File: src/rtl/serial_subtractor_ctrl.sv
// Bit-serial WIDTH-bit subtractor: one full-subtractor cell reused per clock,
// LSB first, with a start/done handshake and registered results.
module full_subtractor_cell (
  input  logic a_i,
  input  logic b_i,
  input  logic bin_i,
  output logic diff_o,
  output logic bout_o
);

  assign diff_o = a_i ^ b_i ^ bin_i;
  assign bout_o = (~a_i & b_i) | (~(a_i ^ b_i) & bin_i);

endmodule

module serial_subtractor_ctrl #(
  parameter int WIDTH = 8
) (
  input  logic             clk,
  input  logic             rst,
  input  logic             start,
  input  logic [WIDTH-1:0] a,
  input  logic [WIDTH-1:0] b,
  input  logic             bin,
  output logic             busy,
  output logic             done,
  output logic [WIDTH-1:0] diff,
  output logic             bout
);

  localparam int CW = (WIDTH > 1) ? $clog2(WIDTH) : 1;
  localparam logic [CW-1:0] LAST = CW'(WIDTH - 1);

  typedef enum logic [1:0] {
    IDLE,
    RUN,
    DONE
  } state_e;

  state_e state_q, state_d;

  logic [WIDTH-1:0] a_sh_q, a_sh_d;
  logic [WIDTH-1:0] b_sh_q, b_sh_d;
  logic [WIDTH-1:0] d_sh_q, d_sh_d;
  logic             borrow_q, borrow_d;
  logic [CW-1:0]    cnt_q, cnt_d;
  logic [WIDTH-1:0] diff_q, diff_d;
  logic             bout_q, bout_d;

  logic             cell_diff;
  logic             cell_bout;
  logic [WIDTH-1:0] d_next;

  full_subtractor_cell u_cell (
    .a_i   (a_sh_q[0]),
    .b_i   (b_sh_q[0]),
    .bin_i (borrow_q),
    .diff_o(cell_diff),
    .bout_o(cell_bout)
  );

  assign d_next = {cell_diff, d_sh_q[WIDTH-1:1]};

  always_comb begin
    state_d  = state_q;
    a_sh_d   = a_sh_q;
    b_sh_d   = b_sh_q;
    d_sh_d   = d_sh_q;
    borrow_d = borrow_q;
    cnt_d    = cnt_q;
    diff_d   = diff_q;
    bout_d   = bout_q;
    unique case (state_q)
      IDLE: begin
        if (start) begin
          a_sh_d   = a;
          b_sh_d   = b;
          borrow_d = bin;
          cnt_d    = '0;
          state_d  = RUN;
        end
      end
      RUN: begin
        d_sh_d   = d_next;
        a_sh_d   = a_sh_q >> 1;
        b_sh_d   = b_sh_q >> 1;
        borrow_d = cell_bout;
        cnt_d    = cnt_q + CW'(1);
        // Results are captured on the edge entering DONE
        if (cnt_q == LAST) begin
          diff_d  = d_next;
          bout_d  = cell_bout;
          state_d = DONE;
        end
      end
      DONE: begin
        state_d = IDLE;
      end
      default: begin
        state_d = IDLE;
      end
    endcase
  end

  always_ff @(posedge clk or posedge rst) begin
    if (rst) begin
      state_q  <= IDLE;
      a_sh_q   <= '0;
      b_sh_q   <= '0;
      d_sh_q   <= '0;
      borrow_q <= 1'b0;
      cnt_q    <= '0;
      diff_q   <= '0;
      bout_q   <= 1'b0;
    end else begin
      state_q  <= state_d;
      a_sh_q   <= a_sh_d;
      b_sh_q   <= b_sh_d;
      d_sh_q   <= d_sh_d;
      borrow_q <= borrow_d;
      cnt_q    <= cnt_d;
      diff_q   <= diff_d;
      bout_q   <= bout_d;
    end
  end

  assign busy = (state_q == RUN);
  assign done = (state_q == DONE);
  assign diff = diff_q;
  assign bout = bout_q;

endmodule

File: config.mk
export PLATFORM = sky130hd
export DESIGN_NAME = serial_subtractor_ctrl
export DESIGN_NICKNAME = d
export VERILOG_FILES = /design/src/rtl/serial_subtractor_ctrl.sv
export SDC_FILE = /design/constraint.sdc
export NUM_CORES = 1
export LEC_CHECK = 0
export ABC_AREA = 1
export CAP_MARGIN = 5
export CORE_MARGIN = 1.5
export CORE_UTILIZATION = 60
export DETAILED_ROUTE_END_ITERATION = 8
export DONT_BUFFER_PORTS = 1
export PLACE_DENSITY = 0.76
export SYNTH_ARGS = -nofsm -noshare
export SYNTH_HDL_FRONTEND = slang
export SYNTH_HIERARCHICAL = 1
export SYNTH_SLANG_ARGS = --single-unit
export TNS_END_PERCENT = 100
File: constraint.sdc
create_clock -name clk -period 2.06 [get_ports clk]
set_input_delay 0.309 -clock clk [delete_from_list [all_inputs] [get_ports clk]]
set_output_delay 0.309 -clock clk [all_outputs]
set_load 0.02 [all_outputs]
# Word level (Yosys, flattened, before mapping)
# Cells that the tools add are included.
# word_totals
romBits	0
n_memories	0
mem_bits_rw	0
register_bits	39
latch_bits	0
# op_classes
mux	11
n_eq_ne	5
magnitude_cmp	0
add_sub_neg	1
bitwise_logic	7
div_mod_pow	0
n_reduce_logical	5
n_mul	0
shifts	0
# ops
op	count
$pmux 8 s2	2
$mux 8	2
$pmux 3 s2	1
$reduce_and 2->1	3
$mux 2	2
$pmux 2 s2	1
$add 3x1->3 const B	1
$eq 3x3->1 const B	1
$mux 3	1
$and 1x1->1	2
$eq 2x1->1 const B	1
$eq 2x2->1 const B	1
$logic_not 2->1	1
$ne 2x1->1 const B	1
$ne 2x2->1 const B	1
$not 1->1	2
$pmux 1 s2	1
$reduce_bool 2->1	1
$xor 1x1->1	2
$mux 1	1
$or 1x1->1	1

# Longest topological paths before layout
# depth
ltp_word	5
ltp_mapped	7

# By module
# Netlist, hierarchy kept.
# modules_own_cells
mod	area_each_um2	seq_area_each_um2	instances	cells_per_inst
serial_subtractor_ctrl	1833.0	950.9	1	222
full_subtractor_cell	31.3	0.0	1	4

# Least setup slack after synthesis
# Ideal clock, no wire load.
# synth_path
path_type	reg2out
from	reg state_q[1]
to	out done
setup_slack_ps	729
required_time_ps	1751
path_stages_with_launch	5
arrival_time_ps	1022
n_path_buf	2
cell_sequence	dfrtp_1 -> inv_1 -> buf_6 -> buf_2 -> nor2_1
# synth_via
elab_chain_len	1
# synth_rtl
element	line	source
from (decl)	40	state_e state_q, state_d;
from (signal assigned)	116	state_q <= state_d;
$eq 2x2->1	128	assign done = (state_q == DONE);
to (decl)	26	output logic done,
# No other way between the ends.

# Worst setup path after layout
# layout_path
from	reg state_q[0]
to	out done
# Same word-level chain as after synthesis.

==> out/qor.txt <==
outcome: finished clean
Max Clk Rate: 559 MHz
I/O pin cnt: 31
syn_nets: 249
total routed wirelength: 3.21 mm
antenna violations before repair: 0
worst-skew pair later-pin latency: 0.35 ns
layout cells sized above 1: 11.8%
RSZ-0062 raised after global routing: no
R2R cell count: 5
Ys Warns: 6
diode count: 0
crit-path cells: buf_4 > nor2_1
worst clock skew: 0.00989 ns
Vias: 1,322
Hold-fix buffers, CTS: 1
Finished Layout Cells: 262
post-synthesis mux area share: 0%
count of state elements after synthesis: 38
worst min path class: primary input to register
reg-to-reg startpoint: state_q[0]
VDD IR max: 0.000929 V
Slew headroom: 66.9%
Starting Density: 62.1%
WHS: 0.0878 ns
CP max stage delay: 0.55 ns
Core Util, Final: 65.7%
Die Y-Extent: 58.7 um
Initial DRC Count: 80
Reg2Reg Setup Slack: 0.56 ns
drt via density: 5.05
Max Cap Viol: 0
fin crit share: 86.9%
Post-route DRC: 0
clock transition at the registers of the reported paths: 0.13 ns
hold endpoint: b_sh_q[7]
Post-CTS Setup Bufs: 0
Slowest cell on crit path: dfrtp_1
I/O Buffers: 0
CTS sink count: 38
gr ovfl total: 0
die area: 3450 sq um
CP Max Fanout: 11
main combinational cell family by area after synthesis: simple AND/OR/NAND/NOR gates
vias in the first global route: 1,209
Seq/Total Area, Yosys: 51.0%
area delta synth->final: 5.77%
fraction of the mapped netlist area in simple logic gates: 25.1%
H-tree Lvls: 2
Mapped Cells: 226
Final Slew Violations: 0
nets: 251
Die W: 58.7 um
Crit path required time: 1.75 ns
TritonCTS clock tree: built
Worst setup SP type: register
Pwr per Cell Area: 1650 nW/um^2
xor/xnor share of the synthesized area: 0%
hold path depth: 2
Pre-antenna DRT Iters: 4
Setup Viol. Count Final: 0
Crit path arrival time: 1.48 ns
pin count of the biggest net entering global routing: 39
num rows: 20
Final Critical Period: 1.79 ns
WL per Instance: 12.3 um
Adder-Cell Fraction of Synth Area: 2.42%
Post-Synthesis Cell Area: 1860 sq um
TritonCTS Buffers: 5
Post-DRT Antenna Nets: 0
CTS max path bufs: 2
number of hold-slack violations in the final timing report: 0
Root Buffer: clkbuf_4
GRT Total Usage: 21.0%
CP Capture Type: output pin
placed instance count: 253
Leakage: 0.00111 uW
final setup TNS: 0 ns
worst slew pin tran: 0.495 ns
Synth cell types: 18
Filler cells: 255
critical path class: register to output pin
r2r endpoint: a_sh_q[5]
Avg Inst Size Synth: 8.25 sq um
Min-Delay Startpoint: b[7]
Final HPWL DP: 2.13 mm
gpl congestion: 0.787
Compound-Gate Fraction of Synth Area: 7.79%
first-pass GRT wire length: 5.35 mm
post-CTS resize count: 0
core area: 3000 sq um
[layer usage]
metal	GRT usage, %	wire [um]	share of wire (%)	vias to the layer above
li1	-	-	-	682
met1	28.4	1530	47	606
met2	31.3	1460	45	30
met3	4.62	151	4.7	4
met4	11.7	74	2.3	0
met5	0	0	0	-
[Yosys cell counts]
library cell | n | area [sq um]
clkbuf_1 | 1 | 3.75
nand2_2 | 2 | 12.5
a21oi_2 | 1 | 8.76
nand3_1 | 31 | 155
buf_2 | 4 | 20.0
nand2_4 | 1 | 11.3
nor2_4 | 1 | 11.3
nor2_1 | 2 | 7.51
fa_1 | 1 | 20.0
inv_4 | 1 | 6.26
o21ai_4 | 1 | 16.3
buf_6 | 5 | 56.3
o21ai_2 | 8 | 70.1
inv_1 | 45 | 169
nand2_1 | 72 | 270
o21ai_0 | 10 | 50.1
dfrtp_1 | 38 | 951
ha_1 | 2 | 25.0
[per-stage QoR]
stage          worst slack, ns  power, uW  instance area (sq um)
2_1_floorplan            0.729       2440                   1860
5_1_grt                  0.199       3520                   1970
3_5_place_dp             0.599       2630                   1860
3_3_place_gp             0.650       2590                   1860
4_1_cts                  0.253       3280                   1970
6_report                 0.271       3250                   1970
[worst max-delay path by stage]
stage	start	to	slack [ns]	depth (start not counted)
detailed placement	state_q[0]	a_sh_q[6]	0.60	5
global placement	state_q[0]	a_sh_q[6]	0.65	5
finish	state_q[0]	done	0.27	2
CTS	state_q[0]	done	0.25	2
global route	state_q[0]	done	0.20	2
floorplan	state_q[1]	done	0.73	4
[area by class of cell]
type / instances / area (sq um) / share of cell area [%]
flip-flops and latches: 38 / 951 / 48.2
multi-input cells: 132 / 658 / 33.4
inverters: 46 / 175 / 8.88
clock inverters: 3 / 68.8 / 3.49
well taps: 33 / 41.3 / 2.09
repair buffers: 5 / 40.0 / 2.03
clock buffers: 5 / 37.5 / 1.90
[cell families (layout without fill, tap and decap cells)]
group / count (synthesis) / count (layout)
AND/OR/NAND/NOR: 109 / 109
buffers and inverters: 56 / 59
AO/OA/AOI/OAI: 20 / 20
adder cells (fa/ha/maj): 3 / 3
flip-flops: 38 / 38
[worst max-delay path: cells and delay by family (launching register included)]
family / cells / cell delay [ns]
simple gates: 1 / 0.33
flops: 1 / 0.55
buf+inv: 1 / 0.25
[flip-flops by register name, summed over array words and instances (netlist names)]
| name | count |
|---|---|
| bout | 1 |
| d_sh_q | 7 |
| diff | 8 |
| cnt_q | 3 |
| a_sh_q | 8 |
| state_q | 2 |
| borrow_q | 1 |
| b_sh_q | 8 |
[placed cells by master (no fill, tap or decap)]
cell           instances
a21oi_2                1
buf_4                  4
bufinv_16              2
clkbuf_4               5
clkinv_4               1
dfrtp_1               38
dlygate4sd3_1          1
fa_1                   1
ha_1                   2
inv_1                 45
inv_4                  1
nand2_1               72
nand2_2                2
nand2_4                1
nand3_1               31
nor2_1                 2
nor2_4                 1
o21ai_0               10
o21ai_2                8
o21ai_4                1
[report_power, final]
part	internal, uW	switching [uW]	total [uW]	leakage (uW)
sequential	1100	326	1420	0.000470
combinational	438	746	1180	0.000583
clock	380	263	643	0.0000554
Power figures use the tool's default switching activity.
==> patch 1: new RTL, same flow settings <==
Re-encode `state_e` (3 states) as one-hot, 3 bits wide.
--- a/src/rtl/serial_subtractor_ctrl.sv
+++ b/src/rtl/serial_subtractor_ctrl.sv
@@ -31,10 +31,10 @@
   localparam int CW = (WIDTH > 1) ? $clog2(WIDTH) : 1;
   localparam logic [CW-1:0] LAST = CW'(WIDTH - 1);
 
-  typedef enum logic [1:0] {
-    IDLE,
-    RUN,
-    DONE
+  typedef enum logic [2:0] {
+    IDLE = 3'b001,
+    RUN  = 3'b010,
+    DONE = 3'b100
   } state_e;
 
   state_e state_q, state_d;
Behaviour: same outputs for any inputs over 10 cycles, from zero or initial values and one cycle with rst high; not proved beyond that.
==> patch 1 against the unedited design <==
Final area is essentially flat. Largest power group unchanged. Global-route usage grew 3.4 points. Routed wire length grew 15%. Total power shrank 18%. Register-to-register slack lost 0.14 ns. Sequential cell count grew 1. Highest routed layer unchanged. Area after synthesis shrank 1.5%. Core utilization grew 4.0 points. Setup slack lost 0.072 ns.
==> patch 1: results (changes against the unedited design) <==
[status]
outcome = finished, final reports clean

[drt]
wl_met3_um = 204  ; +35%
drtIter0Drc = 72  ; -10%
wirelength_um = 3680  ; +15%
top_layer = met4
vias = 1476  ; +12%
wl_met2_um = 1750  ; +20%
routedWlPerCell_um = 13.8  ; +13%

[yosys]
synth_area_leaders = dfrtp_1 (52%), nand2_1 (21%), nand3_1 (9.5%)
synth_common_cells = nand2_1 (105), dfrtp_1 (38), nand3_1 (35), inv_1 (8)
synth_cell_type_count = 22  ; +4
postSynthAreaPerCell_um2 = 8.09  ; -2.0%
yosysSeqAreaShare_pct = 53.2  ; +2.2 points
synth_compound_area_share_pct = 3.27  ; -4.5 points
synthAdderAreaFrac_pct = 2.45  ; +0.038 points

[power]
vdd_drop_max_uv = 785  ; -16%
p_leak_nw = 1.09  ; -1.4%

[global_route]
grt_pass1_vias = 1399  ; +16%
grt_max_degree = 40  ; +2.6%
global_route.usage.met3_pct = 6.59  ; +2.0 points
grt_pass1_wl_um = 6170  ; +15%
grt_usage_pct = 24.4  ; +3.4 points
use_met2_pct = 38.7  ; +7.4 points
use_met1_pct = 32.7  ; +4.3 points

[worst_setup_path]
critPathSlowestCell = dfstp_2
regToRegStartpoint = state_q[0]$_DFFE_PP1P_
slowest_delay_ns = 0.58  ; +0.03 ns
critPathArrivalTime_ns = 1.55  ; +0.07 ns
endpoint = busy
r2r-end = a_sh_q[7]$_DFFE_PP0P_
r2r_cells = 6  ; +1
r2r_setup_slack_ns = 0.42  ; -0.14 ns
cp_max_fo = 15  ; +4

[sta]
whs_ns = 0.154  ; +0.0662 ns
skew_ns = 0.0212  ; +0.0113 ns
tightest_slew_ns = 0.479  ; -0.0163 ns

[placement]
post-place-ws_ns = 0.331  ; -0.269 ns
placed_cells = 252  ; -0.40%
post-dp-hpwl_um = 2400  ; +13%
placedInstanceArea_um2 = 1850  ; -0.34%

[final_layout]
final_layout_size_suffix_gt1_share_pct = 11.9  ; +0.12 points
fin_nets = 257  ; +2.4%

[clocking]
cts_made_buffers = 5  ; unchanged
clk_pin_slew_ns = 0.12
cts_resized = 0  ; unchanged

[worst_hold_path]
min-delay-start = a[5]
whs_path_depth = 4  ; +2

-- patch 1: cell types whose count changed after synthesis, moves of 2 or more --
| cell | delta |
|---|---|
| buf_2 | +3 |
| buf_4 | +2 |
| buf_6 | -3 |
| inv_1 | -37 |
| inv_2 | +3 |
| nand2_1 | +33 |
| nand2_2 | -2 |
| nand3_1 | +4 |
| o21ai_0 | -3 |
| o21ai_1 | +5 |
| o21ai_2 | -8 |
-- patch 1: cell type report --
type                       count  area (um2)
multi-input combinational    163         736
clock buffer                   7        65.1
timing repair buffer          13         100
clock inverter                 1        7.51
inverter                      12        46.3
sequential                    39         977
fill                         257         858
tap                           31        38.8
-- patch 1: power breakdown --
group          total, mW  switching (mW)  internal, mW
combinational       1.00           0.629         0.372
sequential          1.22           0.193          1.03
clock              0.439           0.240         0.200
-- patch 1: worst register-to-register path: stages, from the launching register on --
cell      delay (ns)
dfstp_2         0.58
nor2_4          0.08
nand2_2         0.25
clkinv_2        0.31
nor2_1          0.21
nand2_1         0.08
nand2_1         0.07
==> patch 2: new RTL, config.mk and constraints unchanged <==
Made on the original files. Set the parameter `WIDTH` to 16 (it was 8).
--- a/src/rtl/serial_subtractor_ctrl.sv
+++ b/src/rtl/serial_subtractor_ctrl.sv
@@ -14,7 +14,7 @@
 endmodule
 
 module serial_subtractor_ctrl #(
-  parameter int WIDTH = 8
+  parameter int WIDTH = 16
 ) (
   input  logic             clk,
   input  logic             rst,
Interface: changed (resized a, b and diff); port bits go from 31 to 55. No check against the original RTL was run, so the function may have changed too.
==> patch 2 against the unedited design <==
Routed wire length is 77% higher. Area after synthesis increased by 63%. Core utilization is 2.7 points higher. Die area up 59%. Synthesized cell count grew 54%. Total power increased by 49%. Cell count rose by 59%. Setup slack better by 0.19 ns. Final area increased by 66%. Critical path depth grew 1. First-iteration DRC count grew to 2.9 times the old value. Worst hold slack gained 0.0039 ns. Sequential cell count rose by 33. Critical path type unchanged.
==> patch 2: results (changes against the unedited design) <==
[power]
vdd_drop_max_uv = 882  ; -5.0%
p_leak_nw = 1.66  ; +50%

[global_route]
grt_pass1_vias = 2077  ; +72%
grt_max_degree = 44  ; +13%
grt_usage_pct = 23.4  ; +2.5 points
antenna_found_initial = 0  ; unchanged
grt_pass1_wl_um = 9690  ; +81%

[yosys]
synthMuxAreaShare_pct = 0  ; unchanged
synth_area_leaders = dfrtp_1 (59%), nand2_1 (19%), nand3_1 (12%)
yosys_warnings = 6  ; unchanged
synth_common_cells = nand2_1 (151), dfrtp_1 (71), nand3_1 (70), o21ai_0 (20), buf_2 (10)
synth_xor_area_share_pct = 0.289  ; +0.29 points
synthAdderAreaFrac_pct = 1.07  ; -1.3 points
synth_cell_type_count = 21  ; +3
synth_area_leader_cell = dfrtp_1
synthArstFlopShare_pct = 100  ; unchanged
syn-num-nets = 387  ; +55%
synth_compound_area_share_pct = 3.30  ; -4.5 points
yosysSeqAreaShare_pct = 58.6  ; +7.6 points

[clocking]
cts_max_level = 3  ; +1
clockRootBuffer = clkbuf_8
cts_made_buffers = 9  ; +4
clk_pin_slew_ns = 0.07  ; -0.06 ns
cts_buffer_depth = 2  ; unchanged
cts_setup_buffers = 0  ; unchanged
worstSkewPairLatency_ns = 0.33  ; -0.02 ns

[drt]
routedWlPerCell_um = 13.7  ; +12%
drtPass1Iterations = 4  ; unchanged
vias = 2238  ; +69%
drtIter0Drc = 231  ; +190%

[sta]
slew_headroom_pct = 56.3  ; -11 points
skew_ns = 0.00697  ; -0.00293 ns
setup_viol = 0  ; unchanged

[worst_setup_path]
cp_max_fo = 20  ; +9
slowest_delay_ns = 0.37  ; -0.18 ns
critPathArrivalTime_ns = 1.29  ; -0.19 ns
critPathSlowestCell = dfrtp_1

[status]
outcome = finished, final reports clean

[placement]
gp_congestion = 0.699  ; -11%
placedInstanceArea_um2 = 3080  ; +66%
post-dp-hpwl_um = 3620  ; +70%
port_buffers = 0  ; unchanged

[final_layout]
antenna_cells = 0  ; unchanged
final_layout_size_suffix_gt1_share_pct = 6.88  ; -4.9 points
fin_nets = 384  ; +53%

[worst_hold_path]
hp-class = in -> reg

-- patch 2: power by group --
group	total (mW)	internal [mW]	leakage [nW]	switching [mW]
Sequential	2.50	1.96	0.916	0.546
Combinational	1.29	0.471	0.653	0.822
Clock	1.03	0.581	0.0896	0.454
Total	4.83	3.01	1.66	1.82
-- patch 2: per-layer routing --
layer / part of all wire, % / GRT usage, %
met1: 46 / 33.5
met2: 47 / 35.0
met3: 4.7 / 4.34
met4: 2.1 / 11.1
met5: 0 / 0
-- patch 2: kinds of logic (layout without fill, tap and decap cells) --
kind of cell / Yosys count / in the layout
compound gates: 20 / 20
xor+xnor: 1 / 1
fa+ha+maj: 2 / 2
buf+inv: 28 / 28
flops: 71 / 71
simple gates: 227 / 227
-- patch 2: layout make-up --
cell class                      instances  area (um2)
Tap cell                               67        83.8
Inverter                                7        30.0
Multi-Input combinational cell        250        1120
Timing Repair Buffer                    7        80.1
Clock inverter                          1        30.0
Clock buffer                           13         149
Fill cell                             398        1510
Sequential cell                        71        1780
-- patch 2: stage by stage --
| step | setup WS [ns] | instances |
|---|---|---|
| floorplan | 0.826 | 349 |
| global placement | 0.653 | 401 |
| detailed placement | 0.624 | 401 |
| CTS | 0.444 | 416 |
| global route | 0.372 | 416 |
| finish | 0.459 | 416 |
-- patch 2: what timing repair did --
item / in CTS / in global routing
endpoints found under the hold margin: 28 / 0
gates resized for setup: 0 / 0
hold buffers: 1 / 0
-- patch 2: path summary, 6_finish.rpt --
check,from,slack (ns),depth (start not counted),endpoint
max,state_q[1]$_DFFE_PP0P_,0.46,3,busy
min,b[15],0.09,2,b_sh_q[15]$_DFFE_PP0P_
max reg2reg,state_q[1]$_DFFE_PP0P_,0.61,6,cnt_q[3]$_DFFE_PP0P_
min reg2reg,d_sh_q[1]$_DFFE_PP0P_,0.48,2,diff[0]$_DFFE_PP0P_
max in group asynchronous,rst,0.92,3,a_sh_q[11]$_DFFE_PP0P_
min in group asynchronous,rst,0.54,2,a_sh_q[15]$_DFFE_PP0P_
-- patch 2: worst max-delay path, delay by kind of cell (launching register included) --
| kind | cells | cell delay (ns) |
|---|---|---|
| DFF | 1 | 0.37 |
| buffers and inverters | 2 | 0.43 |
| and+or+nand+nor | 1 | 0.15 |
